`src/rtl/seg7_pkg.sv`:
```
// Shared types and constants for the seven-segment BCD controller.
package seg7_pkg;

  localparam int unsigned BCD_W   = 16;
  localparam int unsigned MAX_DEC = 9999;
  localparam logic [BCD_W-1:0] SAT_BCD = 16'h9999;

  typedef enum logic [1:0] {
    IDLE,
    CONV,
    COMMIT
  } state_e;

endpackage

```
`src/rtl/bcd_digit_adj.sv`:
```
// Double-dabble correction cell: a BCD nibble of 5 or more gets +3 before the shift.
module bcd_digit_adj (
  input  logic [3:0] digit_i,
  output logic [3:0] digit_o
);

  always_comb begin
    digit_o = digit_i;
    if (digit_i >= 4'd5) digit_o = digit_i + 4'd3;
  end

endmodule

```
`src/rtl/seg7_bcd_ctrl.sv`:
```
// Multi-cycle binary-to-BCD converter with valid/ready input and a held, saturating
// four-digit BCD output for the seven-segment decoder.
module seg7_bcd_ctrl
  import seg7_pkg::*;
#(
  parameter int unsigned BIN_W = 14
) (
  input  logic             clock,
  input  logic             reset,
  input  logic             in_valid,
  input  logic [BIN_W-1:0] in_data,
  output logic             in_ready,
  output logic [15:0]      bcd,
  output logic             overflow,
  output logic             busy,
  output logic             done
);

  localparam int unsigned CNT_W = (BIN_W > 1) ? $clog2(BIN_W) : 1;
  localparam logic [CNT_W-1:0] CNT_LAST = CNT_W'(BIN_W - 1);

  state_e             state_q, state_d;
  logic [BIN_W-1:0]   bin_q, bin_d;
  logic [BIN_W-1:0]   cap_q, cap_d;
  logic [BCD_W-1:0]   scratch_q, scratch_d;
  logic [CNT_W-1:0]   cnt_q, cnt_d;
  logic [BCD_W-1:0]   bcd_q, bcd_d;
  logic               ovf_q, ovf_d;
  logic               done_q, done_d;
  logic [BCD_W-1:0]   adj;
  logic               cap_over;

  for (genvar g = 0; g < 4; g++) begin : g_adj
    bcd_digit_adj u_adj (
      .digit_i (scratch_q[4*g +: 4]),
      .digit_o (adj[4*g +: 4])
    );
  end

  // Compare the untouched captured value; bin_q has been shifted away by COMMIT.
  assign cap_over = 32'(cap_q) > MAX_DEC;

  always_comb begin
    state_d   = state_q;
    bin_d     = bin_q;
    cap_d     = cap_q;
    scratch_d = scratch_q;
    cnt_d     = cnt_q;
    bcd_d     = bcd_q;
    ovf_d     = ovf_q;
    done_d    = 1'b0;
    in_ready  = 1'b0;
    busy      = 1'b1;

    case (state_q)
      IDLE: begin
        in_ready = 1'b1;
        busy     = 1'b0;
        if (in_valid) begin
          bin_d     = in_data;
          cap_d     = in_data;
          scratch_d = '0;
          cnt_d     = '0;
          state_d   = CONV;
        end
      end
      CONV: begin
        scratch_d = {adj[BCD_W-2:0], bin_q[BIN_W-1]};
        bin_d     = bin_q << 1;
        cnt_d     = cnt_q + CNT_W'(1);
        if (cnt_q == CNT_LAST) state_d = COMMIT;
      end
      COMMIT: begin
        if (cap_over) begin
          bcd_d = SAT_BCD;
          ovf_d = 1'b1;
        end else begin
          bcd_d = scratch_q;
          ovf_d = 1'b0;
        end
        done_d  = 1'b1;
        state_d = IDLE;
      end
      default: state_d = IDLE;
    endcase
  end

  always_ff @(posedge clock) begin
    if (reset) begin
      state_q   <= IDLE;
      bin_q     <= '0;
      cap_q     <= '0;
      scratch_q <= '0;
      cnt_q     <= '0;
      bcd_q     <= '0;
      ovf_q     <= 1'b0;
      done_q    <= 1'b0;
    end else begin
      state_q   <= state_d;
      bin_q     <= bin_d;
      cap_q     <= cap_d;
      scratch_q <= scratch_d;
      cnt_q     <= cnt_d;
      bcd_q     <= bcd_d;
      ovf_q     <= ovf_d;
      done_q    <= done_d;
    end
  end

  assign bcd      = bcd_q;
  assign overflow = ovf_q;
  assign done     = done_q;

endmodule

```
`config.mk`:
```
export PLATFORM = sky130hd
export DESIGN_NAME = seg7_bcd_ctrl
export DESIGN_NICKNAME = d
export VERILOG_FILES = /design/src/rtl/seg7_pkg.sv /design/src/rtl/bcd_digit_adj.sv /design/src/rtl/seg7_bcd_ctrl.sv
export SDC_FILE = /design/constraint.sdc
export NUM_CORES = 1
export LEC_CHECK = 0
export ABC_AREA = 1
export CAP_MARGIN = 25
export CORE_MARGIN = 4
export CORE_UTILIZATION = 55
export DETAILED_ROUTE_END_ITERATION = 16
export DONT_BUFFER_PORTS = 1
export PLACE_DENSITY = 0.7
export SYNTH_ARGS = -nofsm -noshare
export SYNTH_HDL_FRONTEND = slang
export SYNTH_SLANG_ARGS = --single-unit
```
`constraint.sdc`:
```
create_clock -name clock -period 1.7 [get_ports clock]
set_clock_uncertainty 0.05 [all_clocks]
set_input_delay 0.255 -clock clock [delete_from_list [all_inputs] [get_ports clock]]
set_output_delay 0.255 -clock clock [all_outputs]
set_load 0.03 [all_outputs]
```
==> reports/results.tsv <==
stage	metric	value	unit
finish	fin_nets	438	
place	dp.cells	468	
synthesis	synth_nets	435	
pwr	powerDensity	1040	nW/um^2
setup_path	r2r_slack	270	ps
synthesis	yosys-top-cells-area	dfxtp_1, nand2_1, a21oi_1, nor2_1, inv_1	
floorplanning	chipHeight	81.3	um
global_routing	grt_pass1_wl	10300	um
sta	tns	0	ps
setup_path	cp_max_fo	3	
synthesis	synth_most_common_cell	nand2_1	
synthesis	synth-simple-area-share	29.9	%
sta	final-setup-viol-count	0	
global_routing	globalRouteOverflowTotal	0	
floorplanning	initial_core_util	57.2	%
setup_path	end_kind	output port	
outcome	status	finished clean	
global_routing	grt_pass1_vias	2381	
clock_network	post_cts_buffers	0	
routing	drt-met1-wl	2720	um
place	gp_congestion	0.873	
setup_path	rr_startpoint	state_q[1]	
setup_path	cp_slowest_cell	dfxtp_1	
setup_path	crit_chain	inv_1 -> nand2_4 -> inv_1	
routing	drtIter0Drc	96	
worst_hold_path	holdPathEnd	bcd[10]	
worst_hold_path	worstHoldStart	reset	
sta	timing.hold.ws	11.7	ps
synthesis	ys_seq_elements	64	
place	port-buffer-count	0	
sta	relSlewSlack	68.1	%
global_routing	grt_antenna_before_repair	0	
global_routing	grt_max_degree	48	
setup_path	critPathBufInv	2	
routing	drc	0	
synthesis	avgSynthCellArea	7.25	um^2
setup_path	critPathLaunchType	register	
sta	fmax	0.689	GHz
global_routing	track_usage	20.2	%
synthesis	synth.distinct_cells	25	
synthesis	synth.area.mux_share	0	%
clock_network	cts_sinks	64	
finish	stdcell_count	486	
routing	wl_met3	313	um
routing	dr.pass1.iters	4	
pwr	leakage	1.47	nW
finish	multiInputGateArea	1400	um^2
worst_hold_path	hold-path-cell-count	3	
finish	num-fill-cells	473	
finish	seq_area	1280	um^2
clock_network	clk_latency	340	ps
synthesis	async_flop_share	0	%
floorplanning	io_pins	37	
synthesis	synth_xor_area_share	0	%
synthesis	synth_compound_area_share	13.3	%
floorplanning	dieWidth	81.3	um
setup_path	crit_type	register to output port	
clock_network	cts-root-buf	clkbuf_8	
sta	worst_slack	249	ps
setup_path	worstPathRequired	1390	ps
setup_path	cp.depth	3	
floorplanning	dieArea	6620	um^2
clock_network	clk_pin_slew	70	ps
synthesis	synth_top_family_by_area	simple AND/OR/NAND/NOR gates	
clock_network	cts_made_buffers	9	
synthesis	ys.flop_type	dfxtp_1	
routing	drt-total-wl	5970	um
synthesis	synth_area	2960	um^2
flow_run	maxCapViolCount	0	
floorplanning	coreArea	5170	um^2
routing	routedWlPerCell	12.3	um
setup_path	worst_ep_arrival_time	1150	ps
routing	vias	2503	
finish	diodes	0	
place	place_hpwl	4010	um
routing	antenna_left	0	
synthesis	ys_top_cells_by_count	nand2_1, dfxtp_1, a21oi_1	
sta	finalHoldViolCount	0	
clock_network	clockBufferDepth	2	
sta	layout_min_cycle_time	1450	ps
sta	final.period_utilization	85.3	%
finish	area_growth	10.2	%
setup_path	worst_path_largest_cell_delay	320	ps
clock_network	cts_tree	done	
synthesis	ys_seq_area_share	43.3	%
synthesis	synth_top_area_share	43.3	%
pwr	ir_drop	0.740	mV
routing	viasPerCell	5.15	
setup_path	critPathTopFamily	buffers and inverters	
setup_path	crit_path_frequent_cell	inv_1	
sta	drv_slew	0	
routing	wl_met2	2810	um
synthesis	synth_top_area_cell	dfxtp_1	
floorplanning	fp-row-count	26	
synthesis	yosys_warnings	0	
synthesis	synthAdderAreaFrac	4.23	%
sta	worst_pin_slew	478	ps
synthesis	synth_edf_count	0	
routing	highest_layer	met4	
synthesis	synthCells	408	
worst_hold_path	min_path_type	input pin to register	
setup_path	r2r-end	scratch_q[8]	
sta	grt_setup_unrepaired	false	
pwr	finalPower	0.00337	W
setup_path	reg2reg_depth	8	
clock_network	cts_htree_levels	3	
place	place_ws	288	ps
finish	drive_gt1_share	10.3	%
[worst max-delay path by stage]
stage	endpoint	start
3_3_place_gp	bin_q[4]	state_q[0]
3_5_place_dp	scratch_q[12]	state_q[1]
5_1_grt	scratch_q[4]	scratch_q[0]
4_1_cts	in_ready	state_q[0]
6_report	in_ready	state_q[0]
2_1_floorplan	bin_q[12]	state_q[0]
[metal layers]
layer,GRT usage [%],vias to the layer above
met4,9.80,0
met1,23.9,1117
met2,33.5,56
met5,0,-
li1,-,1318
met3,5.76,12
[state kept, by name, indices dropped and copies added, names as in the netlist]
register	count
done	1
cap_q	10
bin_q	14
state_q	2
cnt_q	4
bcd	16
scratch_q	16
overflow	1
[layout by cell type, fill, tap and decap left out]
cell type      Yosys  final
nor2_1            44     44
clkbuf_1           5      1
clkinvlp_4         0      1
clkinv_2           0      2
dfxtp_1           64     64
bufinv_16          0      3
inv_2              4      4
o211ai_1           3      3
a211oi_1           3      3
buf_12             0      2
ha_1              10     10
o21a_1             5      5
or2_2              1      1
nand2_2           11     11
nand3_2            1      1
a21oi_1           51     51
dlygate4sd3_1      0      1
o21ai_0            8      8
buf_4              3      6
nand2_4            1      1
nand2_1          109    109
o21ai_1            3      3
clkbuf_8           0      9
nand4_1            8      8
nor2_8             2      2
nand3_1           25     25
inv_1             38     38
[per-stage QoR]
step | util (%) | cell area, um^2
2_1_floorplan | - | 2960
3_3_place_gp | 57.9 | 3000
3_5_place_dp | 57.9 | 3000
4_1_cts | 63.0 | 3260
5_1_grt | 63.0 | 3260
6_report | 63.0 | 3260
[final cells by class]
cell class | count | area share (%)
Multi-Input combinational cell | 285 | 43.1
Sequential cell | 64 | 39.3
Clock buffer | 10 | 3.91
Clock inverter | 6 | 3.30
Tap cell | 70 | 2.69
Inverter | 42 | 4.83
Timing Repair Buffer | 9 | 2.92
[report_power, final]
group / total [W] / switching, W / internal, W
clock network: 0.00157 / 0.000600 / 0.000969
logic: 0.000239 / 0.000160 / 0.0000798
registers: 0.00157 / 0.0000236 / 0.00154
[worst register-to-register path: stages (launching register included)]
cell     delay (ps)
dfxtp_1         330
inv_2            80
nand2_2          70
inv_2           190
buf_4           310
nand2_1         100
nor2_1          120
nor2_1           50
nor2_1           70
[what timing repair did]
| action | in CTS | in global routing |
|---|---|---|
| endpoints found under the hold margin | 47 | 0 |
| resized for setup | 0 | 0 |
| hold buffers | 2 | 0 |
[kinds of logic (layout without fill, tap and decap cells)]
group / after synthesis / after routing
flops: 64 / 64
simple gates: 202 / 202
compound gates: 73 / 73
fa+ha+maj: 10 / 10
buf+inv: 59 / 67
(Power assumes the default switching activity.)
